$ cat src/rtl/pipe_pkg.sv
// Shared widths, per-stage control/data bundles and bubble constants for the MIPS pipeline registers.
// Latency: none (types and constants only).
// Backpressure: n/a; stall/flush handling lives in pipe_stage_reg.
package pipe_pkg;

    localparam int REG_ADDR_W = 5;
    localparam int WORD_W     = 32;

    // ID/EX control: everything decode produces for the later stages.
    typedef struct packed {
        logic       reg_dst;
        logic       alu_src;
        logic [1:0] alu_op;
        logic       branch;
        logic       mem_read;
        logic       mem_write;
        logic       reg_write;
        logic       mem_to_reg;
    } id_ex_ctrl_t;

    // EX/MEM control: memory/writeback controls plus the ALU zero flag for branch resolution.
    typedef struct packed {
        logic branch;
        logic mem_write;
        logic mem_read;
        logic reg_write;
        logic mem_to_reg;
        logic zero;
    } ex_mem_ctrl_t;

    // MEM/WB control: only writeback selection remains.
    typedef struct packed {
        logic reg_write;
        logic mem_to_reg;
    } mem_wb_ctrl_t;

    // EX/MEM data bundle: branch target, ALU result, store data and destination register.
    typedef struct packed {
        logic [WORD_W-1:0]     add_result;
        logic [WORD_W-1:0]     alu_result;
        logic [WORD_W-1:0]     read_data2;
        logic [REG_ADDR_W-1:0] dest_reg;
    } ex_mem_data_t;

    // A bubble never writes a register, touches memory or branches, so all-zero is the safe NOP.
    localparam id_ex_ctrl_t  ID_EX_CTRL_NOP  = '0;
    localparam ex_mem_ctrl_t EX_MEM_CTRL_NOP = '0;
    localparam mem_wb_ctrl_t MEM_WB_CTRL_NOP = '0;

    localparam logic [31:0] SAT_MAX = 32'hFFFF_FFFF;

    // Saturating increment used by the performance counters.
    function automatic logic [31:0] sat_inc(input logic [31:0] val);
        return (val == SAT_MAX) ? SAT_MAX : val + 32'd1;
    endfunction

endpackage

$ cat src/rtl/sat_counter32.sv
// 32-bit event counter with synchronous clear that sticks at all-ones instead of wrapping.
// Latency: count visible one cycle after the enabling edge.
// Backpressure: none; counts every enabled edge.
module sat_counter32
    import pipe_pkg::*;
(
    input  logic        Clk,
    input  logic        clr,
    input  logic        en,
    output logic [31:0] cnt_out
);

    logic [31:0] cnt_q;
    logic [31:0] cnt_d;

    // Next count: clear wins, otherwise saturating increment when enabled.
    always_comb begin
        cnt_d = cnt_q;
        if (clr) begin
            cnt_d = '0;
        end else if (en) begin
            cnt_d = sat_inc(cnt_q);
        end
    end

    // Count register.
    always_ff @(posedge Clk) begin
        cnt_q <= cnt_d;
    end

    assign cnt_out = cnt_q;

endmodule

$ cat src/rtl/pipe_stage_reg.sv
// Generic pipeline stage register (control + data + valid) with stall hold, flush bubble and auto-bubbling; optional perf counters under PIPE_STAGE_PERF_EN.
// Latency: 1 cycle, outputs purely registered.
// Backpressure: Stall_in holds contents and drops the incoming entry (upstream must stall too); Flush_in overrides stall and injects a bubble.
module pipe_stage_reg
    import pipe_pkg::*;
#(
    parameter int                CTRL_W   = $bits(ex_mem_ctrl_t),
    parameter int                DATA_W   = $bits(ex_mem_data_t),
    parameter logic [CTRL_W-1:0] CTRL_NOP = {CTRL_W{1'b0}}
) (
    input  logic              Clk,
    input  logic              Rst,
    input  logic              Stall_in,
    input  logic              Flush_in,
    input  logic              Valid_in,
    input  logic [CTRL_W-1:0] Ctrl_in,
    input  logic [DATA_W-1:0] Data_in,
    output logic              Valid_out,
    output logic [CTRL_W-1:0] Ctrl_out,
`ifdef PIPE_STAGE_PERF_EN
    output logic [DATA_W-1:0] Data_out,
    output logic [31:0]       StallCnt_out,
    output logic [31:0]       FlushCnt_out
`else
    output logic [DATA_W-1:0] Data_out
`endif
);

    logic              valid_q, valid_d;
    logic [CTRL_W-1:0] ctrl_q,  ctrl_d;
    logic [DATA_W-1:0] data_q,  data_d;

    // Next-state: flush beats stall beats load. Data is left alone on flush since a
    // bubble's data is don't-care, and control is forced to NOP whenever the entry is invalid.
    always_comb begin
        valid_d = valid_q;
        ctrl_d  = ctrl_q;
        data_d  = data_q;
        if (Flush_in) begin
            valid_d = 1'b0;
            ctrl_d  = CTRL_NOP;
        end else if (!Stall_in) begin
            valid_d = Valid_in;
            ctrl_d  = Valid_in ? Ctrl_in : CTRL_NOP;
            data_d  = Data_in;
        end
    end

    // Stage state with synchronous reset to an empty bubble.
    always_ff @(posedge Clk) begin
        if (Rst) begin
            valid_q <= 1'b0;
            ctrl_q  <= CTRL_NOP;
            data_q  <= '0;
        end else begin
            valid_q <= valid_d;
            ctrl_q  <= ctrl_d;
            data_q  <= data_d;
        end
    end

    assign Valid_out = valid_q;
    assign Ctrl_out  = ctrl_q;
    assign Data_out  = data_q;

`ifdef PIPE_STAGE_PERF_EN
    logic stall_evt;
    logic flush_evt;

    // A stall cycle only counts when it is not overridden by a flush; a flush only
    // counts when it actually squashes a real instruction.
    always_comb begin
        stall_evt = Stall_in & ~Flush_in;
        flush_evt = Flush_in & valid_q;
    end

    sat_counter32 u_stall_cnt (
        .Clk     (Clk),
        .clr     (Rst),
        .en      (stall_evt),
        .cnt_out (StallCnt_out)
    );

    sat_counter32 u_flush_cnt (
        .Clk     (Clk),
        .clr     (Rst),
        .en      (flush_evt),
        .cnt_out (FlushCnt_out)
    );
`endif

endmodule

$ cat config.mk
export PLATFORM = sky130hd
export DESIGN_NAME = pipe_stage_reg
export DESIGN_NICKNAME = d
export VERILOG_FILES = /design/src/rtl/pipe_pkg.sv /design/src/rtl/sat_counter32.sv /design/src/rtl/pipe_stage_reg.sv
export SDC_FILE = /design/constraint.sdc
export NUM_CORES = 1
export LEC_CHECK = 0
export BUFFER_PORTS_ARGS = -buffer_cell sky130_fd_sc_hd__buf_4
export CAP_MARGIN = 20
export CORE_MARGIN = 2
export CORE_UTILIZATION = 29
export CTS_CLUSTER_DIAMETER = 40
export CTS_CLUSTER_SIZE = 14
export DETAILED_ROUTE_END_ITERATION = 12
export GPL_ROUTABILITY_DRIVEN = 0
export MAX_ROUTING_LAYER = met4
export PLACE_DENSITY = 0.6
export REMOVE_ABC_BUFFERS = 1
export SYNTH_ARGS = -nofsm -noshare
export SYNTH_HDL_FRONTEND = slang
export SYNTH_SLANG_ARGS = --single-unit
$ cat constraint.sdc
create_clock -name Clk -period 1.4 [get_ports Clk]
set_input_delay 0.14 -clock Clk [delete_from_list [all_inputs] [get_ports Clk]]
set_output_delay 0.14 -clock Clk [all_outputs]
set_load 0.02 [all_outputs]
==> flow_summary.ini, run 1 <==
[outcome]
outcome = completed

[pwr]
combPwrFrac_pct = 16.4
power_mw = 6.61
power_frac_seq_pct = 49.6
switching_share_pct = 24.8
p_per_area_nw_per_um2 = 1030
p_leak_nw = 2.66
internal-power_mw = 4.97
vdd_drop_max_mv = 0.693
p_clk_share_pct = 34.0
p_sw_mw = 1.64

[synth]
synth_area_um2 = 4450
ys_warn_count = 0
synthDistinctLibCells = 15
synth-seq-cells = 108
netlist_instances = 490
syn_area_per_cell_um2 = 9.09
yosysSeqAreaShare_pct = 48.6

[layout]
synthToLayoutAreaGrowth_pct = 44.4
fill_cells = 1538
n_antenna_cell = 0
multi_input_area_um2 = 2010
drive_gt1_share_pct = 35.3
register_area_um2 = 2160
finalNonFillerCells = 859
nNetsFinal = 782

[grt]
grt_overflow = 0
grt_max_degree = 111
grt_pass1_wl_mm = 18.6
antenna_found_initial = 0
grt_pass1_vias = 3675
gr-usage-all-layers_pct = 14.4

[floorplan]
fp-row-count = 45
die_h_um = 128
core_area_um2 = 15100
die_w_um = 128
io_pins = 220
dieArea_um2 = 16400
initial_core_util_pct = 29.5

[route]
wl_met3_um = 897
route.top_layer_used = met4
dr.pass1.iters = 4
avgRoutedWirePerCell_um = 14.2
postRouteAntennaNets = 0
routed_via_density = 4.92
drcViolationCount = 0
wl_met1_mm = 5.33
vias = 4225
drtIter0Drc = 213
drt_wl_total_mm = 12.2
wl_met2_mm = 5.82

[setup_path]
crit_arrival_ns = 1.32
path_class = primary input to flip-flop
cp.required_ns = 1.60
regToRegSetupSlack_ns = 0.74
worstPathMaxFanout = 40
cp-start-kind = primary input
crit_path_end_kind = flip-flop

[clocking]
cts_setup_buffers = 0
cts_max_level = 3
cts.sinks = 108
worst_setup_hold_path_clk_slew_ns = 0.06
cts_root_buf = clkbuf_16
tritoncts = done
clk_latency_ns = 0.34
numCtsBuffers = 9
cts_buffer_depth = 2

[sta]
fin_setup_tns_ns = 0
max_slew_margin_pct = 70.6
tightestPinTransition_ns = 0.442
hold_viol = 0
period_needed_ns = 1.12
rsz0062_at_grt = false
timing.fmax_mhz = 894
finalSetupViolCount = 0
clock_skew_ns = 0
holdWs_ns = 0.0824
fin_crit_sh_pct = 79.9
drv_slew = 0

[hold_path]
hold_path_class = primary input to flip-flop

[flow_run]
cap_violations = 0

[placed_design]
dp.cells = 846
place.port_buffers = 219
dp_hpwl_mm = 8.38
[sequential cells by signal (all words and copies together), names as in the netlist]
name / cells
Data_out: 101
Ctrl_out: 6
Valid_out: 1
[layer usage]
layer / up-vias / GRT usage [%]
met4: 0 / 4.14
met2: 143 / 23.1
met5: - / -
li1: 2126 / -
met1: 1943 / 17.5
met3: 13 / 4.55
[synth_stat cells]
| library cell | instances | share of area (%) |
|---|---|---|
| buf_8 | 1 | 0.34 |
| o21ai_1 | 6 | 0.67 |
| dfxtp_1 | 108 | 49 |
| a21oi_1 | 107 | 12 |
| clkbuf_2 | 4 | 0.45 |
| mux2i_1 | 1 | 0.22 |
| or2_2 | 1 | 0.14 |
| clkbuf_1 | 44 | 3.7 |
| buf_6 | 5 | 1.3 |
| nor2_1 | 1 | 0.084 |
| or3b_1 | 101 | 20 |
| nand2_1 | 6 | 0.51 |
| nand3b_1 | 6 | 1.0 |
| buf_2 | 4 | 0.45 |
| o21ai_0 | 95 | 11 |
[cell families (layout without fill, tap and decap cells)]
group	count (synthesis)	in the layout	share of synthesized area, %
AO/OA/AOI/OAI	208	208	23.4
AND/OR/NAND/NOR	115	115	21.6
flip-flops	108	108	48.6
buffers and inverters	58	239	6.21
multiplexers	1	1	0.225
[worst max-delay path, cell delays in order]
cell and delay (ns):
dlygate4sd3_1 0.53, buf_4 0.15, buf_4 0.39, a21oi_1 0.09
[per-stage QoR]
stage               setup WS (ns)  util (%)  area [um2]
floorplan                   0.680         -        4180
global route                0.243      42.6        6430
global placement            0.294      40.9        6170
CTS                         0.312      42.6        6430
finish                      0.282      42.6        6430
detailed placement          0.255      40.9        6170
[power by group through the flow]
| stage | combinational, mW | sequential [mW] | clock, mW |
|---|---|---|---|
| floorplan | 0.216 | 3.50 | 0 |
| global placement | 1.07 | 3.34 | 0 |
| detailed placement | 1.09 | 3.35 | 0 |
| CTS | 1.09 | 3.28 | 2.34 |
| global route | 1.17 | 3.29 | 2.46 |
| finish | 1.08 | 3.28 | 2.25 |
[cell type report]
type                    count  area share (%)
clock buffers              12            3.84
multi-input cells         324            31.3
flip-flops and latches    108            33.6
well taps                 188            3.66
repair buffers            227            27.5
[final timing paths]
path,depth (start not counted),to,start
hold reg to reg,2,Ctrl_out[3],Ctrl_out[3]
setup / recovery,4,Data_out[7],Rst
hold / removal,3,Ctrl_out[1],Ctrl_in[1]
setup reg to reg,2,Data_out[4],Data_out[4]
[layout by cell type, fill, tap and decap left out, drive strengths merged]
cell | netlist | final
buf | 10 | 226
dfxtp | 108 | 108
a21oi | 107 | 107
or3b | 101 | 101
o21ai | 101 | 101
clkbuf | 48 | 12
nand2 | 6 | 6
nand3b | 6 | 6
or2 | 1 | 1
mux2i | 1 | 1
nor2 | 1 | 1
dlygate4sd3 | 0 | 1
[timing repair]
action | CTS | global route
hold buffers | 1 | 0
endpoints found under the hold margin | 2 | 0
resized for setup | 0 | 0
Note: power is estimated with default switching activity, not from simulation.
==> run 2, diff against run 1 <==
Settings changed: PLACE_DENSITY 0.6 to 0.62.
Clock period 1.4 ns to 1 ns, I/O delays scaled along.
==> flow_summary.ini, run 2 (synthesis results as in run 1) <==
[sta]
fin_crit_sh_pct = 95.6
fin_setup_tns_ns = 0
holdWs_ns = 0.0423
period_needed_ns = 0.956
rsz0062_at_grt = false
max_slew_margin_pct = 71.7
finalSetupViolCount = 0
timing.fmax_mhz = 1050
tightestPinTransition_ns = 0.425
hold_viol = 0
drv_slew = 0
clock_skew_ns = 0

[route]
drcViolationCount = 0
routed_via_density = 4.85
postRouteAntennaNets = 0
avgRoutedWirePerCell_um = 14.3
drt_wl_total_mm = 12.6
dr.pass1.iters = 4
drtIter0Drc = 153
vias = 4262

[floorplan]
initial_core_util_pct = 29.5
dieArea_um2 = 16400
io_pins = 220
core_area_um2 = 15100
die_h_um = 128
fp-row-count = 45
die_w_um = 128

[setup_path]
reg2reg_to = Data_out[72]
cp-start-kind = flip-flop
r2r-start = Data_out[72]
worstPathMaxFanout = 2
critPathSlowestCell = dfxtp_1
path_cells = buf_4
path_class = flip-flop to output pin
cp.required_ns = 0.90
critPathMaxStageDelay_ns = 0.36
critical-path-top-delay-family = flip-flops
crit_arrival_ns = 0.86
crit_path_end_kind = output pin
regToRegSetupSlack_ns = 0.33
reg2reg_depth = 2
path_buf_inv = 1

[grt]
grtUsageMet3_pct = 4.17
antenna_found_initial = 0
grt_pass1_wl_mm = 19.7
grt_pass1_vias = 4056
grtUsageMet1_pct = 18.5
busiest_layer = met2
gr-usage-all-layers_pct = 15.5
globalRouteMet2Util_pct = 24.3
grt_max_degree = 81
grt_overflow = 0

[placed_design]
place.port_buffers = 219
dp_hpwl_mm = 8.91

[hold_path]
holdPathEnd = Ctrl_out[2]
hold_path_class = primary input to flip-flop
whs_path_depth = 3
holdCritStartpoint = Ctrl_in[2]

[clocking]
cts.repair.resized = 0
cts_root_buf = clkbuf_16
cts.sinks = 108
cts_buffer_depth = 2
tritoncts = done
numCtsBuffers = 9
holdBufCountCts = 0
cts_setup_buffers = 0
worst_setup_hold_path_clk_slew_ns = 0.07
cts_max_level = 3
clk_latency_ns = 0.34

[layout]
largest_register_ffs = 101
final_common_cell = buf_4
n_antenna_cell = 0
nNetsFinal = 798
final_cell_mix = buf_4 (238), dfxtp_1 (108), a21oi_1 (107)
synthToLayoutAreaGrowth_pct = 47.5
drive_gt1_share_pct = 37.2

[pwr]
p_clk_share_pct = 35.1
p_per_area_nw_per_um2 = 1440
p_leak_nw = 2.75
combPwrFrac_pct = 16.5
vdd_drop_max_mv = 0.710
internal-power_mw = 7.09
switching_share_pct = 25.1
power_frac_seq_pct = 48.4
p_sw_mw = 2.38

[flow_run]
cap_violations = 0

[outcome]
outcome = completed
run 2: cell count changes in the layout (fill, tap and decap cells not counted):
cell           before  now
clkbuf_8            1    2
dlygate4sd3_1       1    0
buf_4             221  238
clkinv_2            0    2
run 2: through the flow:
step / total power, mW / cells / utilization, % / setup slack, ns / instance area, um2
after global routing: 9.89 / 878 / 43.5 / 0.00633 / 6570
final: 9.47 / 878 / 43.5 / 0.0440 / 6570
after CTS: 9.63 / 878 / 43.5 / 0.0212 / 6570
after detailed placement: 6.26 / 863 / 41.7 / -0.133 / 6300
after floorplan: 5.21 / 432 / - / 0.280 / 4180
after global placement: 6.22 / 863 / 41.7 / -0.0718 / 6300
run 2: worst max-delay path by stage:
stage | start | to | slack (ns) | depth (start not counted)
finish | Data_out[72] | Data_out[72] | 0.04 | 1
CTS | Data_out[72] | Data_out[72] | 0.02 | 1
detailed placement | Flush_in | Data_out[49] | -0.13 | 4
global route | Data_out[32] | Data_out[32] | 0.006 | 1
floorplan | Data_out[0] | Data_out[0] | 0.28 | 2
global placement | Flush_in | Data_out[54] | -0.07 | 4
run 2: per-layer routing:
layer,up-vias,routed length [um],share of wire [%]
li1,2162,-,-
met1,1935,5530,44
met2,142,5830,46
met3,23,874,6.9
met4,0,350,2.8
met5,-,0,0
run 2: final cells by class:
type / count / area, um2
fill: 1478 / 8520
multi-input combinational: 324 / 2010
tap: 188 / 235
sequential: 108 / 2160
clock buffer: 13 / 260
timing repair buffer: 243 / 1890
clock inverter: 2 / 10.0
run 2: power by group through the flow:
stage | Combinational (mW) | Sequential (mW) | Clock, mW
2_1_floorplan | 0.303 | 4.91 | 0
3_3_place_gp | 1.54 | 4.68 | 0
3_5_place_dp | 1.58 | 4.68 | 0
4_1_cts | 1.58 | 4.59 | 3.47
5_1_grt | 1.71 | 4.60 | 3.58
6_report | 1.57 | 4.59 | 3.32
run 2: worst min-delay path, delay by kind of cell:
kind / cells / cell delay [ns]
compound gates: 1 / 0.06
buf+inv: 1 / 0.11
simple gates: 1 / 0.07
